File: config.mk
export PLATFORM = sky130hd
export DESIGN_NAME = cms_trace_pkt_decoder
export DESIGN_NICKNAME = d
export VERILOG_FILES = /design/src/rtl/cms_trace_pkt_decoder.sv
export SDC_FILE = /design/constraint.sdc
export NUM_CORES = 2
export LEC_CHECK = 0
export CELL_PAD_IN_SITES_DETAIL_PLACEMENT = 1
export CELL_PAD_IN_SITES_GLOBAL_PLACEMENT = 1
export CORE_AREA = 2 2 447 449
export DETAILED_ROUTE_END_ITERATION = 16
export DIE_AREA = 0 0 449 451
export PLACE_DENSITY = 0.74
export SETUP_SLACK_MARGIN = 0.5
export SLEW_MARGIN = 30
export SYNTH_ARGS = -nofsm -noshare
export SYNTH_HDL_FRONTEND = slang
export SYNTH_SLANG_ARGS = --single-unit
File: constraint.sdc
create_clock -name clk -period 54.3 [get_ports clk]
set_input_delay 10.86 -clock clk [delete_from_list [all_inputs] [get_ports clk]]
set_output_delay 10.86 -clock clk [all_outputs]
set_load 0.005 [all_outputs]
File: src/rtl/cms_trace_pkt_decoder.sv
// Purpose : unpacks CMS trace beats into fields, rebuilds the absolute timestamp, keeps packet statistics.
// Latency : a beat accepted in cycle N is presented on out_* in cycle N+1 when the output register is free.
// Backpressure: 2-entry skid buffer; registered S_AXIS_tready drops only when both buffer entries are occupied.
// Optional: define CMS_DECODER_EVENT_TOTAL_EN to build the event_total accumulator (otherwise tied to 0).
module cms_trace_pkt_decoder #(
    parameter int NO_OF_EVENTS  = 39,
    parameter int COUNTER_WIDTH = 7,
    parameter int XLEN          = 64,
    parameter int CLK_W         = 64,
    parameter int INSTR_W       = 32,
    parameter int AXI_W         = 512,
    parameter int TOTAL_IDX     = 0
) (
    input  logic                                    clk,
    input  logic                                    rst_n,
    input  logic                                    clear,
    input  logic                                    S_AXIS_tvalid,
    output logic                                    S_AXIS_tready,
    input  logic [AXI_W-1:0]                        S_AXIS_tdata,
    input  logic                                    S_AXIS_tlast,
    output logic                                    out_valid,
    input  logic                                    out_ready,
    output logic [NO_OF_EVENTS*COUNTER_WIDTH-1:0]   out_counters,
    output logic [NO_OF_EVENTS-1:0]                 out_overflow_map,
    output logic [XLEN-1:0]                         out_pc,
    output logic [CLK_W-1:0]                        out_delta,
    output logic [CLK_W-1:0]                        out_timestamp,
    output logic [INSTR_W-1:0]                      out_instr,
    output logic                                    out_last,
    output logic [15:0]                             out_seq,
    output logic [31:0]                             pkt_count,
    output logic                                    wfi_seen,
    output logic                                    tlast_err,
    output logic [31:0]                             event_total
);

    // Packet field layout inside tdata, LSB first: counters | overflow_map | pc | delta | instr.
    localparam int CNT_W   = NO_OF_EVENTS * COUNTER_WIDTH;
    localparam int OVF_LSB = CNT_W;
    localparam int PC_LSB  = OVF_LSB + NO_OF_EVENTS;
    localparam int DLT_LSB = PC_LSB + XLEN;
    localparam int INS_LSB = DLT_LSB + CLK_W;
    localparam int PKT_W   = INS_LSB + INSTR_W;
    // Buffer entry carries the packet plus tlast in the top bit.
    localparam int ENT_W   = PKT_W + 1;

    localparam logic [INSTR_W-1:0] WFI_INSTR = INSTR_W'(32'h1050_0073);

    // Input skid buffer state.
    logic [ENT_W-1:0]           r_buf [2];
    logic                       r_wptr;
    logic                       r_rptr;
    logic [1:0]                 r_cnt;
    logic                       r_tready;

    // Output register and statistics.
    logic                       r_out_vld;
    logic [CNT_W-1:0]           r_out_cnt;
    logic [NO_OF_EVENTS-1:0]    r_out_ovf;
    logic [XLEN-1:0]            r_out_pc;
    logic [CLK_W-1:0]           r_out_delta;
    logic [CLK_W-1:0]           r_out_ts;
    logic [INSTR_W-1:0]         r_out_instr;
    logic                       r_out_last;
    logic [15:0]                r_out_seq;
    logic [15:0]                r_seq_next;
    logic [CLK_W-1:0]           r_ts_base;
    logic [31:0]                r_pkt_count;
    logic                       r_wfi;
    logic                       r_tlast_err;

    logic                       w_accept;
    logic                       w_out_free;
    logic                       w_buf_empty;
    logic                       w_load;
    logic                       w_pop;
    logic                       w_push;
    logic [1:0]                 w_cnt_next;
    logic [ENT_W-1:0]           w_in_ent;
    logic [ENT_W-1:0]           w_ld_ent;

    logic [CNT_W-1:0]           w_ld_cnt;
    logic [NO_OF_EVENTS-1:0]    w_ld_ovf;
    logic [XLEN-1:0]            w_ld_pc;
    logic [CLK_W-1:0]           w_ld_delta;
    logic [INSTR_W-1:0]         w_ld_instr;
    logic                       w_ld_last;
    logic                       w_ld_is_wfi;

    logic [CLK_W-1:0]           w_ts_base;
    logic [CLK_W-1:0]           w_ts_new;
    logic [15:0]                w_seq_base;
    logic [31:0]                w_pcnt_base;
    logic [31:0]                w_pcnt_new;
    logic                       w_wfi_base;
    logic                       w_terr_base;

    // Bits of tdata above the packet are deliberately ignored.
    generate
        if (PKT_W < AXI_W) begin : g_pad
            logic w_unused_tdata;
            assign w_unused_tdata = ^S_AXIS_tdata[AXI_W-1:PKT_W];
        end
    endgenerate

    assign w_in_ent    = {S_AXIS_tlast, S_AXIS_tdata[PKT_W-1:0]};
    assign w_accept    = S_AXIS_tvalid & r_tready;
    assign w_out_free  = ~r_out_vld | out_ready;
    assign w_buf_empty = (r_cnt == 2'd0);

    // Older buffered beats always go first; an incoming beat bypasses the
    // buffer only when the buffer is empty, which keeps strict FIFO order.
    assign w_pop       = w_out_free & ~w_buf_empty;
    assign w_load      = w_out_free & (~w_buf_empty | w_accept);
    assign w_push      = w_accept & ~(w_out_free & w_buf_empty);
    assign w_cnt_next  = r_cnt + {1'b0, w_push} - {1'b0, w_pop};
    assign w_ld_ent    = w_buf_empty ? w_in_ent : r_buf[r_rptr];

    assign w_ld_cnt    = w_ld_ent[CNT_W-1:0];
    assign w_ld_ovf    = w_ld_ent[OVF_LSB +: NO_OF_EVENTS];
    assign w_ld_pc     = w_ld_ent[PC_LSB +: XLEN];
    assign w_ld_delta  = w_ld_ent[DLT_LSB +: CLK_W];
    assign w_ld_instr  = w_ld_ent[INS_LSB +: INSTR_W];
    assign w_ld_last   = w_ld_ent[PKT_W];
    assign w_ld_is_wfi = (w_ld_instr == WFI_INSTR);

    // A clear in the same cycle as a load makes the loaded packet start from zeroed bases.
    assign w_ts_base   = clear ? '0 : r_ts_base;
    assign w_ts_new    = w_ts_base + w_ld_delta;
    assign w_seq_base  = clear ? 16'd0 : r_seq_next;
    assign w_pcnt_base = clear ? 32'd0 : r_pkt_count;
    assign w_pcnt_new  = (w_pcnt_base == 32'hFFFF_FFFF) ? w_pcnt_base : w_pcnt_base + 32'd1;
    assign w_wfi_base  = clear ? 1'b0 : r_wfi;
    assign w_terr_base = clear ? 1'b0 : r_tlast_err;

    // Buffer storage: payload only, validity is tracked by the pointers and count.
    always_ff @(posedge clk) begin
        if (w_push) begin
            r_buf[r_wptr] <= w_in_ent;
        end
    end

    // Buffer pointers, occupancy and the registered ready (not full for the next cycle).
    always_ff @(posedge clk or negedge rst_n) begin
        if (!rst_n) begin
            r_wptr   <= 1'b0;
            r_rptr   <= 1'b0;
            r_cnt    <= 2'd0;
            r_tready <= 1'b0;
        end else begin
            if (w_push) begin
                r_wptr <= ~r_wptr;
            end
            if (w_pop) begin
                r_rptr <= ~r_rptr;
            end
            r_cnt    <= w_cnt_next;
            r_tready <= (w_cnt_next != 2'd2);
        end
    end

    // Output register: loads the next packet whenever it is empty or being consumed.
    always_ff @(posedge clk or negedge rst_n) begin
        if (!rst_n) begin
            r_out_vld   <= 1'b0;
            r_out_cnt   <= '0;
            r_out_ovf   <= '0;
            r_out_pc    <= '0;
            r_out_delta <= '0;
            r_out_ts    <= '0;
            r_out_instr <= '0;
            r_out_last  <= 1'b0;
            r_out_seq   <= 16'd0;
        end else begin
            if (w_out_free) begin
                r_out_vld <= w_load;
            end
            if (w_load) begin
                r_out_cnt   <= w_ld_cnt;
                r_out_ovf   <= w_ld_ovf;
                r_out_pc    <= w_ld_pc;
                r_out_delta <= w_ld_delta;
                r_out_ts    <= w_ts_new;
                r_out_instr <= w_ld_instr;
                r_out_last  <= w_ld_last;
                r_out_seq   <= w_seq_base;
            end
        end
    end

    // Running timestamp base and statistics; clear zeroes them without disturbing a held output.
    always_ff @(posedge clk or negedge rst_n) begin
        if (!rst_n) begin
            r_ts_base   <= '0;
            r_seq_next  <= 16'd0;
            r_pkt_count <= 32'd0;
            r_wfi       <= 1'b0;
            r_tlast_err <= 1'b0;
        end else if (w_load) begin
            r_ts_base   <= w_ts_new;
            r_seq_next  <= w_seq_base + 16'd1;
            r_pkt_count <= w_pcnt_new;
            r_wfi       <= w_wfi_base | w_ld_is_wfi;
            r_tlast_err <= w_terr_base | (w_ld_last & ~w_ld_is_wfi);
        end else if (clear) begin
            r_ts_base   <= '0;
            r_seq_next  <= 16'd0;
            r_pkt_count <= 32'd0;
            r_wfi       <= 1'b0;
            r_tlast_err <= 1'b0;
        end
    end

`ifdef CMS_DECODER_EVENT_TOTAL_EN
    logic [31:0]            r_evt_total;
    logic [31:0]            w_evt_base;
    logic [COUNTER_WIDTH:0] w_evt_add;
    logic [32:0]            w_evt_sum;
    logic [31:0]            w_evt_new;

    // Overflow bit sits just above the counter MSB, so concatenation gives cnt + ovf*2^COUNTER_WIDTH.
    assign w_evt_add  = {w_ld_ovf[TOTAL_IDX], w_ld_cnt[TOTAL_IDX*COUNTER_WIDTH +: COUNTER_WIDTH]};
    assign w_evt_base = clear ? 32'd0 : r_evt_total;
    assign w_evt_sum  = {1'b0, w_evt_base} + 33'(w_evt_add);
    assign w_evt_new  = w_evt_sum[32] ? 32'hFFFF_FFFF : w_evt_sum[31:0];

    // Saturating accumulator of the selected event counter.
    always_ff @(posedge clk or negedge rst_n) begin
        if (!rst_n) begin
            r_evt_total <= 32'd0;
        end else if (w_load) begin
            r_evt_total <= w_evt_new;
        end else if (clear) begin
            r_evt_total <= 32'd0;
        end
    end

    assign event_total = r_evt_total;
`else
    assign event_total = 32'd0;
`endif

    assign S_AXIS_tready    = r_tready;
    assign out_valid        = r_out_vld;
    assign out_counters     = r_out_cnt;
    assign out_overflow_map = r_out_ovf;
    assign out_pc           = r_out_pc;
    assign out_delta        = r_out_delta;
    assign out_timestamp    = r_out_ts;
    assign out_instr        = r_out_instr;
    assign out_last         = r_out_last;
    assign out_seq          = r_out_seq;
    assign pkt_count        = r_pkt_count;
    assign wfi_seen         = r_wfi;
    assign tlast_err        = r_tlast_err;

endmodule

Yosys cells after proc, flatten, opt, wreduce, memory -nomap -nowiden
Memory sizes are Yosys's and may differ from the RTL's.
Cells that the tools add are included.
{"block": "word_totals", "mem_bits_rw": 946, "memories": 1, "latchBits": 0, "mem_bits_ro": 0, "output_inout_bits": 621, "word_cells": 58, "reg_bits": 673}
{"block": "op_classes", "shift": 0, "n_eq_ne": 3, "n_reduce_logical": 1, "mux": 14, "bitwise": 16, "add_sub_neg": 5, "n_lt_le_gt_ge": 0, "multipliers": 0, "div": 0}
{"name": "r_buf", "words": 2, "width": 473, "read_ports": 1, "rd_ports_with_merged_regs": 0, "write_ports": 1, "line": "50", "text": "logic [ENT_W-1:0] r_buf [2];"}
{"operator": "$mux W473", "count": 1}
{"operator": "$mux W64", "count": 2}
{"operator": "$mux W32", "count": 3}
{"operator": "$add A64 B64 Y64", "count": 1}
{"operator": "$add A32 B1 Y32 const B", "count": 1}
{"operator": "$eq A32 B29 Y1 const B", "count": 1}
{"operator": "$eq A32 B32 Y1 const B", "count": 1}
{"operator": "$mux W16", "count": 2}
{"operator": "$add A16 B1 Y16 const B", "count": 1}
{"operator": "$and A1 B1 Y1", "count": 6}
{"operator": "$mux W1", "count": 6}
{"operator": "$not A1 Y1", "count": 6}
{"operator": "$or A1 B1 Y1", "count": 4}
{"operator": "$add A2 B1 Y2", "count": 1}
{"operator": "$logic_not A2 Y1", "count": 1}
{"operator": "$ne A2 B2 Y1 const B", "count": 1}
{"operator": "$sub A2 B1 Y2", "count": 1}

Depth between registers and ports, before layout
{"block": "depth", "word_depth": 8, "depth_mapped": 17, "ltp_nobuf": 13}

Worst setup path after synthesis
Ideal clock, no wire load.
{"block": "synth_path", "kind": "input to register", "from": "in out_ready", "to": "mem r_buf[0][0] (netlist name) (enable)", "cell_stages": 5, "arrival_time_ns": 31.126, "required_time_ns": 52.981, "path_buffers": 1, "slack_ns": 21.855, "setup_time_ns": 1.319, "path_cell_list": "nor2b_1 -> nor3_1 -> or2_2 -> clkbuf_1 -> nor2_1"}
{"block": "synth_via", "elab_chain_len": 6}
{"item": "start: declaration", "line": "22", "text": "input logic out_ready,"}
{"item": "$or A1 B1 Y1", "line": "108", "text": "assign w_out_free = ~r_out_vld | out_ready;"}
{"item": "$and A1 B1 Y1", "line": "115", "text": "assign w_push = w_accept & ~(w_out_free & w_buf_empty);"}
{"item": "$not A1 Y1", "line": "115"}
{"item": "$and A1 B1 Y1", "line": "115"}
{"item": "$mux W1", "line": "138", "text": "if (w_push) begin"}
{"item": "$mux W1 (not written as such)", "line": "139", "text": "r_buf[r_wptr] <= w_in_ent;"}
{"item": "end: declaration", "line": "50"}
No other way between the ends.

Worst setup path after layout
{"block": "layout_path", "from": "in out_ready", "to": "mem r_buf[1][138] (netlist name) (enable)"}
Same word-level chain as after synthesis.

==> summary.md <==
| Metric | Value |
|---|---|
| Vias per inst | 5.04 |
| CP Launch Type | input port |
| Clk slew on worst S/H paths | 0.06 ns |
| WP data required | 54.74 ns |
| Clock Tree Root | clkbuf_16 |
| Area of the core | 0.198 mm2 |
| Top cells by area, synth | edfxtp_1 42%, dfrtp_1 25%, mux2i_1 7.1% |
| Peak VDD IR | between 0.03 and 0.04 mV |
| Cell Rows | 164 |
| Die width | 449 um |
| GRT overflow | 0 |
| Final Cell Area | 0.0865 mm2 |
| Worst slew pin tran | 0.963 ns |
| First-pass GRT wire length | about 330000 um |
| PwrDens | 60.1 mW/mm2 |
| WL final | 220000 um |
| Die Y | approximately 450 um |
| PortBufs | between 1000 and 1500 |
| Setup TNS | 0 ns |
| Setup violators final | 0 |
| Synth top cells by count | 946 x edfxtp_1, 767 x nand2_1, 673 x dfrtp_1 |
| Sequential power share | 36.4% |
| Crit Path Class | in2reg |
| Worst-skew pair later-pin latency | ~0.85 ns |
| CTS tree | yes |
| Area after DPL | 0.0804 mm2 |
| Dpl hpwl | 152000 um |
| Post-CTS Resized | 0 |
| Crit end category | flop |
| Clock share of power | 23.2% |
| Crit-path max FO | 69 |
| Cell Area, Synth | 0.0672 mm2 |
| Slew HR | 35.8% |
| Final hold viol count | 0 |
| Post-CTS Setup Inserts | 0 |
| Initial Util | between 30% and 40% |
| Filler cells | 21000 |
| Num CTS Buffers | 177 |
| Leakage | 33.7 nW |
| WP data arrival | 15.76 ns |
| Final Skew | ~0.07 ns |
| Drt initial violations | 2996 |
| Post-synthesis cell count | 5484 |
| Detail Route Antenna Nets | 0 |
| Comb pwr share | 40.3% |
| Synth unique cells | 72 |
| Outcome | finished clean |
| H-tree levels | 4 |
| Max Clock Freq | roughly 65 MHz |
| Final net count | approximately 7000 |
| Minimum clock period | 15.32 ns |
| Clock Sinks | about 1600 |
| RSZ-0062 raised after global routing | no |
| 1st-pass router iterations | 5 |
| Fin. max-slew vios | 0 |
| Register area share after synthesis | approximately two thirds |
| GP Congestion | about 0.9 |
| Net switching power | around 1.9 mW |
| Via Count | 47000 |
| Deepest clock path buffer count | 3 |
| Yosys top cell area share | 42.2% |
| DRC | 0 |
| All-Layer GR Usage | between 20% and 30% |
| Grt met2 use | 35.3% |
| Cell taking the most area after synthesis | edfxtp_1 |
| Most frequent cell after synthesis | edfxtp_1 |
| Synth warnings | 0 |
| Register bit count reported by yosys | 1619 |
| Vias in the first global route | 49900 |
| Final Cycle Share | 28.2% |
| Post-synth EDFFs | around 950 |
| I/O pins | 1139 |
| Met1 usage | 25.0% |
| Initial antenna violation count | between 80 and 90 |
| Main flop type after synthesis | edfxtp_1 |
| Int Pwr | ~3.3 mW |
| Max Cap Viol | 0 |
| Met3 Usage GRT | 6.03% |
| Die area | 0.202 mm2 |
| Mean Syn Cell Area | about 12 um2 |
| Net Sw Frac | between 30% and 40% |
| DR WL/cell | 23.6 um |
| Post-route worst setup slack | slightly below 40 ns |
| Fin util | between 40 and 50% |
| Layout cells sized above 1 | approximately 6.7% |
| Async set-or-reset flop fraction in the synthesized netlist | 41.6% |
| Largest net degree at the start of global routing | 241 |
| Area growth syn-to-layout | 28.7% |
| Worst slack at placement | 38.08 ns |
| Gr busiest metal | met2 |
| Min-Delay Path Class | reg2reg |
| CTS Hold Bufs | 0 |
-- critical path, cell delays in order --
cell and delay [ns]:
clkdlybuf4s50_1 0.43, nor2b_1 0.46, nor3_1 0.12, or2_2 0.40, nor2_4 0.33, buf_4 0.69, buf_4 0.76, buf_4 0.79
buf_6 0.63
-- sequential cells by signal (all words and copies together) (netlist names) --
| name | count |
|---|---|
| out_counters | 273 |
| out_seq | 16 |
| pkt_count | 32 |
| out_last | 1 |
| out_instr | 32 |
| r_wptr | 1 |
| wfi_seen | 1 |
| out_valid | 1 |
| r_rptr | 1 |
| out_timestamp | 64 |
| S_AXIS_tready | 1 |
| out_overflow_map | 39 |
| tlast_err | 1 |
| r_seq_next | 16 |
| r_ts_base | 64 |
| out_delta | 64 |
| r_cnt | 2 |
| out_pc | 64 |
| r_buf | 946 |
-- final cells by class --
type	instances	area, um2	share of cell area [%]
repair buffers	1131	11300	13.1
well taps	2656	3320	3.84
flip-flops and latches	1619	45300	52.3
multi-input cells	3514	20500	23.7
diodes	50	125	0.145
clock buffers	263	5070	5.87
inverters	24	90.1	0.104
clock inverters	68	774	0.895
-- power by group through the flow --
stage	clock, mW	sequential [mW]	combinational [mW]
2_1_floorplan	0	2.03	1.11
3_3_place_gp	0	1.89	2.04
3_5_place_dp	0	1.92	2.10
4_1_cts	1.24	1.90	2.12
5_1_grt	1.28	1.93	2.29
6_report	1.21	1.90	2.10
-- worst paths after layout --
kind	start	to	slack, ns	cells past startpoint
worst max-delay path	out_ready	r_buf[1][138]	38.98	9
worst min-delay path	out_timestamp[49]	out_timestamp[49]	0.47	2
worst max register to register	r_cnt[1]	out_timestamp[56]	48.31	15
worst min register to register	out_timestamp[49]	out_timestamp[49]	0.47	2
max in group asynchronous	rst_n	out_counters[149]	40.67	5
min in group asynchronous	rst_n	out_pc[0]	10.09	1
-- kinds of logic after synthesis --
family          count (synthesis)  synth area share (%)
mux                           564                  8.56
xor+xnor                       78                  1.02
flops                        1619                  67.3
fa+ha+maj                      68                  1.28
buf+inv                       382                  2.41
other cells                     1               0.00558
simple gates                 1564                  9.80
compound gates               1208                  9.65
-- layout by cell type (no fill, tap or decap), types with 10 or more instances in the layout --
cell / instances
o21ai_0: 540
mux2i_1: 477
a21oi_1: 505
clkinv_2: 24
clkbuf_8: 28
and2_1: 11
inv_1: 23
conb_1: 32
o21ai_1: 18
clkbuf_16: 179
diode_2: 50
clkbuf_1: 56
xnor2_1: 48
nand4_1: 51
buf_6: 10
edfxtp_1: 946
buf_4: 47
clkdlybuf4s50_1: 1064
clkinv_1: 15
nor3_1: 31
nand3_1: 49
a21o_1: 30
xor2_1: 30
nor2_1: 495
nor2b_1: 79
or3_1: 18
nand2_1: 767
o21bai_1: 15
ha_1: 67
o31ai_1: 12
o21a_1: 17
and3_1: 20
mux2_2: 87
dfrtp_1: 672
-- metrics by stage --
stage	power (mW)	hold slack [ns]	instances
floorplan	3.14	0.468	5515
global placement	3.94	0.462	8939
detailed placement	4.01	0.465	8940
CTS	5.25	0.479	9271
global route	5.51	0.493	9321
finish	5.20	0.471	9325
-- layer usage --
| metal | part of all wire [%] | up-vias |
|---|---|---|
| met5 | 0.16 | - |
| met4 | 4.4 | 54 |
| met3 | 6.2 | 439 |
| met2 | 49 | 1167 |
| met1 | 40 | 23800 |
| li1 | - | 21600 |
(Power assumes the default switching activity.)
